[src/rtl/activity_led_ctrl_pkg.sv]
// Shared types for the activity LED controller: LED modes, parser states and
// command header layout.
package activity_led_ctrl_pkg;

  typedef enum logic [1:0] {
    MODE_OFF     = 2'b00,
    MODE_STRETCH = 2'b01,
    MODE_TOGGLE  = 2'b10,
    MODE_ON      = 2'b11
  } led_mode_e;

  typedef enum logic {
    PS_IDLE      = 1'b0,
    PS_WAIT_MASK = 1'b1
  } parse_state_e;

  localparam int HDR_FLAG = 7;
  localparam int MODE_MSB = 6;
  localparam int MODE_LSB = 5;
  localparam int IDX_MSB  = 4;
  localparam int IDX_W    = IDX_MSB + 1;

  typedef struct packed {
    led_mode_e        mode;
    logic [IDX_W-1:0] idx;
  } hdr_t;

  // Fields below the header flag: mode and target LED index.
  function automatic hdr_t decode_hdr(input logic [MODE_MSB:0] b);
    hdr_t h;
    h.mode = led_mode_e'(b[MODE_MSB:MODE_LSB]);
    h.idx  = b[IDX_MSB:0];
    return h;
  endfunction

endpackage

[src/rtl/activity_led_ctrl_cell.sv]
// One LED: stretch counter, toggle state and registered drive, selected by mode.
module led_stretch_cell
  import activity_led_ctrl_pkg::*;
#(
  parameter int HOLD_W      = 20,
  parameter int HOLD_CYCLES = 2**HOLD_W-1
) (
  input  logic      clk,
  input  logic      rst_n,
  input  logic      hit,
  input  logic      clr,
  input  led_mode_e mode,
  input  led_mode_e commit_mode,
  output logic      led
);

  localparam logic [HOLD_W-1:0] HOLD_LD = HOLD_W'(HOLD_CYCLES);

  logic [HOLD_W-1:0] cnt_q, cnt_d;
  logic              tog_q, tog_d;
  logic              led_d;

  always_comb begin
    cnt_d = cnt_q;
    tog_d = tog_q;
    led_d = 1'b0;
    // A commit overrides whatever the old configuration did this cycle.
    if (clr) begin
      cnt_d = '0;
      tog_d = 1'b0;
      led_d = (commit_mode == MODE_ON);
    end else begin
      unique case (mode)
        MODE_OFF: led_d = 1'b0;
        MODE_STRETCH: begin
          if (hit)                cnt_d = HOLD_LD;
          else if (cnt_q != '0)   cnt_d = cnt_q - 1'b1;
          led_d = (cnt_d != '0);
        end
        MODE_TOGGLE: begin
          tog_d = tog_q ^ hit;
          led_d = tog_d;
        end
        MODE_ON: led_d = 1'b1;
        default: led_d = 1'b0;
      endcase
    end
  end

  always_ff @(posedge clk) begin
    if (!rst_n) begin
      cnt_q <= '0;
      tog_q <= 1'b0;
      led   <= 1'b0;
    end else begin
      cnt_q <= cnt_d;
      tog_q <= tog_d;
      led   <= led_d;
    end
  end

endmodule

[src/rtl/activity_led_ctrl.sv]
// Activity LED controller: synchronised detector edges drive per-LED
// stretch/toggle cells, configured through a two-byte command stream.
module activity_led_ctrl
  import activity_led_ctrl_pkg::*;
#(
  parameter int N_CH        = 4,
  parameter int N_LED       = 2,
  parameter int HOLD_W      = 20,
  parameter int HOLD_CYCLES = 2**HOLD_W-1
) (
  input  logic             fx2_clk,
  input  logic             rst_n,
  input  logic [N_CH-1:0]  detectors,
  input  logic             cmd_wr,
  input  logic [7:0]       cmd_in,
  output logic [N_LED-1:0] led,
  output logic             cfg_busy
);

  localparam int SYNC_STAGES = 2;

  logic [N_CH-1:0]        sync1_q, sync2_q, prev_q, evt_q;
  logic [SYNC_STAGES:0]   vld_pipe;

  // Edges are only trusted once sync2 and prev both hold post-reset samples,
  // so a detector held high through reset never fires.
  always_ff @(posedge fx2_clk) begin
    if (!rst_n) begin
      sync1_q  <= '0;
      sync2_q  <= '0;
      prev_q   <= '0;
      evt_q    <= '0;
      vld_pipe <= '0;
    end else begin
      sync1_q  <= detectors;
      sync2_q  <= sync1_q;
      prev_q   <= sync2_q;
      vld_pipe <= {vld_pipe[SYNC_STAGES-1:0], 1'b1};
      evt_q    <= sync2_q & ~prev_q & {N_CH{vld_pipe[SYNC_STAGES]}};
    end
  end

  parse_state_e state_q, state_d;
  hdr_t         hdr_q, hdr_d;
  logic         commit;

  always_ff @(posedge fx2_clk) begin
    if (!rst_n) begin
      state_q <= PS_IDLE;
      hdr_q   <= '0;
    end else begin
      state_q <= state_d;
      hdr_q   <= hdr_d;
    end
  end

  always_comb begin
    state_d = state_q;
    hdr_d   = hdr_q;
    commit  = 1'b0;
    unique case (state_q)
      PS_IDLE: begin
        if (cmd_wr && cmd_in[HDR_FLAG]) begin
          hdr_d   = decode_hdr(cmd_in[MODE_MSB:0]);
          state_d = PS_WAIT_MASK;
        end
      end
      PS_WAIT_MASK: begin
        if (cmd_wr) begin
          commit  = 1'b1;
          state_d = PS_IDLE;
        end
      end
      default: state_d = PS_IDLE;
    endcase
  end

  assign cfg_busy = (state_q == PS_WAIT_MASK);

  // Out-of-range indices match no cell, so such a commit is simply dropped.
  for (genvar i = 0; i < N_LED; i++) begin : g_led
    led_mode_e       mode_q;
    logic [N_CH-1:0] mask_q;
    logic            clr, hit;

    assign clr = commit && (hdr_q.idx == IDX_W'(i));
    assign hit = |(evt_q & mask_q);

    always_ff @(posedge fx2_clk) begin
      if (!rst_n) begin
        mode_q <= MODE_STRETCH;
        mask_q <= '1;
      end else if (clr) begin
        mode_q <= hdr_q.mode;
        mask_q <= cmd_in[N_CH-1:0];
      end
    end

    led_stretch_cell #(
      .HOLD_W      (HOLD_W),
      .HOLD_CYCLES (HOLD_CYCLES)
    ) u_cell (
      .clk         (fx2_clk),
      .rst_n       (rst_n),
      .hit         (hit),
      .clr         (clr),
      .mode        (mode_q),
      .commit_mode (hdr_q.mode),
      .led         (led[i])
    );
  end

endmodule
[config.mk]
export PLATFORM = sky130hd
export DESIGN_NAME = activity_led_ctrl
export DESIGN_NICKNAME = d
export VERILOG_FILES = /design/src/rtl/activity_led_ctrl_pkg.sv /design/src/rtl/activity_led_ctrl_cell.sv /design/src/rtl/activity_led_ctrl.sv
export SDC_FILE = /design/constraint.sdc
export NUM_CORES = 1
export LEC_CHECK = 0
export BUFFER_PORTS_ARGS = -buffer_cell sky130_fd_sc_hd__clkbuf_2
export CORE_AREA = 2 2 89 91
export CTS_CLUSTER_SIZE = 8
export DETAILED_ROUTE_END_ITERATION = 6
export DIE_AREA = 0 0 91 93
export GPL_ROUTABILITY_DRIVEN = 0
export PLACE_DENSITY = 0.76
export SLEW_MARGIN = 5
export SYNTH_ARGS = -nofsm -noshare
export SYNTH_HDL_FRONTEND = slang
export SYNTH_SLANG_ARGS = --single-unit
[constraint.sdc]
create_clock -name fx2_clk -period 2.96 [get_ports fx2_clk]
set_input_delay 0.148 -clock fx2_clk [delete_from_list [all_inputs] [get_ports fx2_clk]]
set_output_delay 0.148 -clock fx2_clk [all_outputs]
set_load 0.03 [all_outputs]
==> impl_summary.md <==
Outcome
The flow ran to the end, and the final reports show no timing, DRC or antenna violations.

Worst setup path
Traced cell by cell, the critical path runs through inv_1 > ha_1 > nor4b_1 > and3_1 > or4b_2 > a221oi_1 > o211ai_1 > nor4_2 > a21oi_1. The worst flop-to-flop path endpoint is g_led[1].u_cell.led$_SDFF_PN0_. The register-to-register setup slack is 0.24 ns. The number of cells on the worst reg-to-reg path is 9.

The type of the worst setup path is reg -> reg. The launch instance of the worst register-to-register path is g_led[1].u_cell.cnt_q[0]$_SDFFE_PP0P_. Along the worst path, the maximum fanout reaches 6. Together, buffers and inverters on the worst path number 1. The endpoint type of the worst setup path is a flop. The worst endpoint data arrival time is 2.98 ns. The biggest cell delay along the critical path is 0.70 ns.

The kind of cell adding the most delay to the critical path is simple AND/OR/NAND/NOR gates. For the worst setup path, the data required time is 3.22 ns. On the critical path, the stage with the largest delay is an instance of sky130_fd_sc_hd__or4b_2. The worst setup path is launched from a flop.

Floorplan
The floorplan has 32 rows. The die height is 93 um. After floorplanning, the core was sized to cover 7530 sq um. The die is 91 um wide. The initial utilization of the core area, before any placement, comes to 58.0%. The total I/O pin count is 18. The floorplan die area is 8460 sq um.

Hold path
The worst hold path begins at cmd_in[5]. The type of the tightest min-delay check is in -> reg. The end of the worst hold path is hdr_q[5]$_SDFFE_PN0P_. The worst hold path passes through 3 cells.

Clock network
The clock passes through at most 2 buffers. TritonCTS built the clock tree. Clock latency on the worst-skew pair, taken at its later pin, is 0.37 ns. The post-CTS setup buffer count is 0.

The count of instances resized after the clock tree is built is 0. The cell sitting at the root of the clock tree is a sky130_fd_sc_hd__clkbuf_8. The number of H-tree levels is 3. CTS saw 83 sinks. Counting the buffers created by CTS gives 9. Clock-pin slew was measured on the worst setup and hold paths at 0.10 ns.

Pwr
The share of power burned in registers is 32.5%. In this run, the clock network consumes 15.3% of the power. In this run the power density over the cells is 1220 nW/um^2. The net load switching power is 0.00261 W. In this run the static leakage power is 1.85 nW. Cell internal power was estimated by the tool at 0.00314 W. The maximum vdd drop is 0.712 mV. The net switching share of the total power is 45.4%. Of the total power, combinational logic draws 52.1%.

STA
Setup repair after global routing left no endpoint under its margin. The count of final hold-check violations is 0. Across the routed clock network, the largest skew measured is 0.0153 ns. The final critical-path required period is 2.72 ns. The tightest hold path in the finished design has a slack of 0.0441 ns. At the pin with the least slew margin, the transition time is 0.720 ns. In the final timing run, aggregate negative setup slack is 0 ns.

Headroom to the max-slew limit came out at 51.3%. The final number of max-transition violations is 0. The peak clock frequency supported by timing is 368 MHz. The final critical path takes up 91.9% of the cycle. Setup violations remaining at the end of the flow were counted as 0.

Routing
The detail-routed net length per standard cell is 15.5 um. For this block, the initial DRC count from the detailed router was 239. The number of detailed-routing iterations run before antenna repair is 6. The total length of routed wires is 9.94 mm.

The via-per-instance ratio is 6.24. The post-detailed-route count of antenna-violating nets is 0. For this run, design rule violations remaining after detail routing come to 0. The count of vias placed by the detailed router is 3992.

Layout
The library cell used most frequently in the layout, excluding fill and tap cells, is sky130_fd_sc_hd__dfxtp_1. After the last flow step, the layout net total stands at 552. Of the cells placed in the final design, the portion with a size suffix greater than 1 is 11.5%. The count of inserted antenna diode cells is 0.

The finished cells cover 4720 sq um. The signed area change from the synthesized netlist to the final layout is 8.08%. The top cell types in the final layout, fill and taps aside, are sky130_fd_sc_hd__dfxtp_1, sky130_fd_sc_hd__nor2_1, sky130_fd_sc_hd__nand2_1.

Synth
Synthesis produced a netlist whose cell count is 530. The number of nets in the synthesized netlist is 549. The post-synthesis adder-cell area fraction is 1.15%. After synthesis the netlist holds a flip-flop and latch count of 83. In this run the cell area of the synthesized design comes to 4360 sq um.

Yosys printed 0 warnings. The post-synthesis simple-gate area fraction is 29.3%. The number of distinct library cells after synthesis is 61.

Sequential cells were found to cover 38.1% of the synthesized design area. The dominant synthesized flop cell is sky130_fd_sc_hd__dfxtp_1. The number of enable flip-flop cells after synthesis is 0. A synthesized cell averages 8.23 sq um. The area share of xor/xnor cells in the synthesized design is 3.01%.

The share of synthesized area spent on multiplexers is 3.44%. The compound-gate portion of the synthesized area is 19.5%. Counting flops with an async set or reset pin after synthesis yields a share of 0%.

By area, the combinational part of the netlist is dominated by simple AND/OR/NAND/NOR gates.

Global routing
The global routing usage summed across all routing layers is 25.2%. The number of antenna violations at the first check in global routing is 0. The first-pass GRT wire length is 17.6 mm. The largest net degree at the start of global routing is 39. The via count of the first global-routing pass came to 3855. After global routing the overflow that remains totals 0.

Placement
The wire-length estimate of the detail-placed layout is 7.07 mm. Buffers placed on the I/O ports in this run total 17. In this run the cell area measured after placement is 4460 sq um.

Job
The number of maximum-capacitance constraint violations is 0.
## through the flow
stage | instances | utilization, % | worst slack (ns) | power, W
CTS | 640 | 62.7 | 0.272 | 0.00572
global placement | 620 | 59.3 | 0.379 | 0.00474
finish | 640 | 62.7 | 0.241 | 0.00576
detailed placement | 620 | 59.3 | 0.288 | 0.00480
global route | 640 | 62.7 | 0.0377 | 0.00622
floorplan | 530 | - | 0.413 | 0.00421
## Yosys cell counts, types with 5 or more instances
| cell | n | area, sq um |
|---|---|---|
| sky130_fd_sc_hd__a21oi_1 | 40 | 200 |
| sky130_fd_sc_hd__o211ai_1 | 5 | 37.5 |
| sky130_fd_sc_hd__a22oi_1 | 6 | 45.0 |
| sky130_fd_sc_hd__mux2i_1 | 15 | 150 |
| sky130_fd_sc_hd__a211oi_1 | 13 | 97.6 |
| sky130_fd_sc_hd__and3_1 | 6 | 37.5 |
| sky130_fd_sc_hd__nor2b_1 | 11 | 68.8 |
| sky130_fd_sc_hd__a311oi_1 | 13 | 114 |
| sky130_fd_sc_hd__or4_1 | 6 | 45.0 |
| sky130_fd_sc_hd__clkbuf_1 | 33 | 124 |
| sky130_fd_sc_hd__nor4_1 | 9 | 56.3 |
| sky130_fd_sc_hd__and3b_1 | 5 | 43.8 |
| sky130_fd_sc_hd__buf_6 | 5 | 56.3 |
| sky130_fd_sc_hd__xnor2_1 | 10 | 87.6 |
| sky130_fd_sc_hd__nand2_1 | 41 | 154 |
| sky130_fd_sc_hd__dfxtp_1 | 83 | 1660 |
| sky130_fd_sc_hd__nand2b_1 | 5 | 31.3 |
| sky130_fd_sc_hd__and2_1 | 17 | 106 |
| sky130_fd_sc_hd__nor3_1 | 20 | 100 |
| sky130_fd_sc_hd__or3_1 | 6 | 37.5 |
| sky130_fd_sc_hd__xor2_1 | 5 | 43.8 |
| sky130_fd_sc_hd__nand3_1 | 13 | 65.1 |
| sky130_fd_sc_hd__o31ai_1 | 7 | 52.6 |
| sky130_fd_sc_hd__inv_1 | 8 | 30.0 |
| sky130_fd_sc_hd__o21ai_0 | 17 | 85.1 |
| sky130_fd_sc_hd__nor2_1 | 62 | 233 |
| sky130_fd_sc_hd__nand4_1 | 7 | 43.8 |
## metal layers
layer | wire length [um] | track usage (%) | up-vias | part of all wire, %
li1 | - | - | 1953 | -
met2 | 4670 | 42.8 | 153 | 47
met4 | 342 | 11.5 | 0 | 3.4
met1 | 4320 | 31.3 | 1852 | 43
met3 | 614 | 4.59 | 34 | 6.2
met5 | 0 | 0 | - | 0
## final cells by class
| cell class | count | area, sq um |
|---|---|---|
| clock buffers | 10 | 138 |
| repair buffers | 34 | 223 |
| flip-flops and latches | 83 | 1660 |
| inverters | 8 | 30.0 |
| multi-input cells | 397 | 2460 |
| fillers | 671 | 2810 |
| well taps | 102 | 128 |
| clock inverters | 6 | 78.8 |
## worst min-delay path, cell delays in order
cell and delay [ns]:
sky130_fd_sc_hd__clkbuf_2 0.07, sky130_fd_sc_hd__mux2i_1 0.05, sky130_fd_sc_hd__nor2b_1 0.09
## cells by family (layout without fill, tap and decap cells)
kind of cell,count (synthesis),count (layout)
DFF,83,83
and+or+nand+nor,235,235
AOI/OAI and AO/OA,128,128
muxes,15,15
xor gates and xnor gates,15,15
adders and majority gates,4,4
buffers and inverters,50,58
## timing repair
action	CTS	global route
hold buffers	4	0
setup endpoints to repair	0	0
hold endpoints to repair	4	0
## registers in the layout (all words and copies together), names as in the netlist, 3 cells and up
signal / flops
evt_q: 4
g_led.mask_q: 8
g_led.mode_q: 4
g_led.u_cell.cnt_q: 40
hdr_q: 7
prev_q: 4
sync1_q: 4
sync2_q: 4
vld_pipe: 3
## worst max path at each step
| stage | slack (ns) | startpoint | depth (start not counted) | endpoint |
|---|---|---|---|---|
| final | 0.24 | g_led[1].u_cell.cnt_q[0]$_SDFFE_PP0P_ | 9 | g_led[1].u_cell.led$_SDFF_PN0_ |
| after CTS | 0.27 | g_led[1].u_cell.cnt_q[0]$_SDFFE_PP0P_ | 9 | g_led[1].u_cell.led$_SDFF_PN0_ |
| after floorplan | 0.41 | g_led[0].u_cell.cnt_q[0]$_SDFFE_PP0P_ | 11 | g_led[0].u_cell.led$_SDFF_PN0_ |
| after detailed placement | 0.29 | g_led[1].u_cell.cnt_q[0]$_SDFFE_PP0P_ | 9 | g_led[1].u_cell.led$_SDFF_PN0_ |
| after global routing | 0.04 | g_led[1].u_cell.cnt_q[0]$_SDFFE_PP0P_ | 9 | g_led[1].u_cell.led$_SDFF_PN0_ |
| after global placement | 0.38 | g_led[1].u_cell.cnt_q[0]$_SDFFE_PP0P_ | 9 | g_led[1].u_cell.led$_SDFF_PN0_ |
## power by group through the flow
stage | logic, W | registers [W] | clock network [W]
finish | 0.00300 | 0.00187 | 0.000882
global route | 0.00333 | 0.00193 | 0.000960
CTS | 0.00295 | 0.00185 | 0.000907
detailed placement | 0.00292 | 0.00188 | 0
global placement | 0.00287 | 0.00186 | 0
floorplan | 0.00258 | 0.00163 | 0
Power figures use the tool's default switching activity.
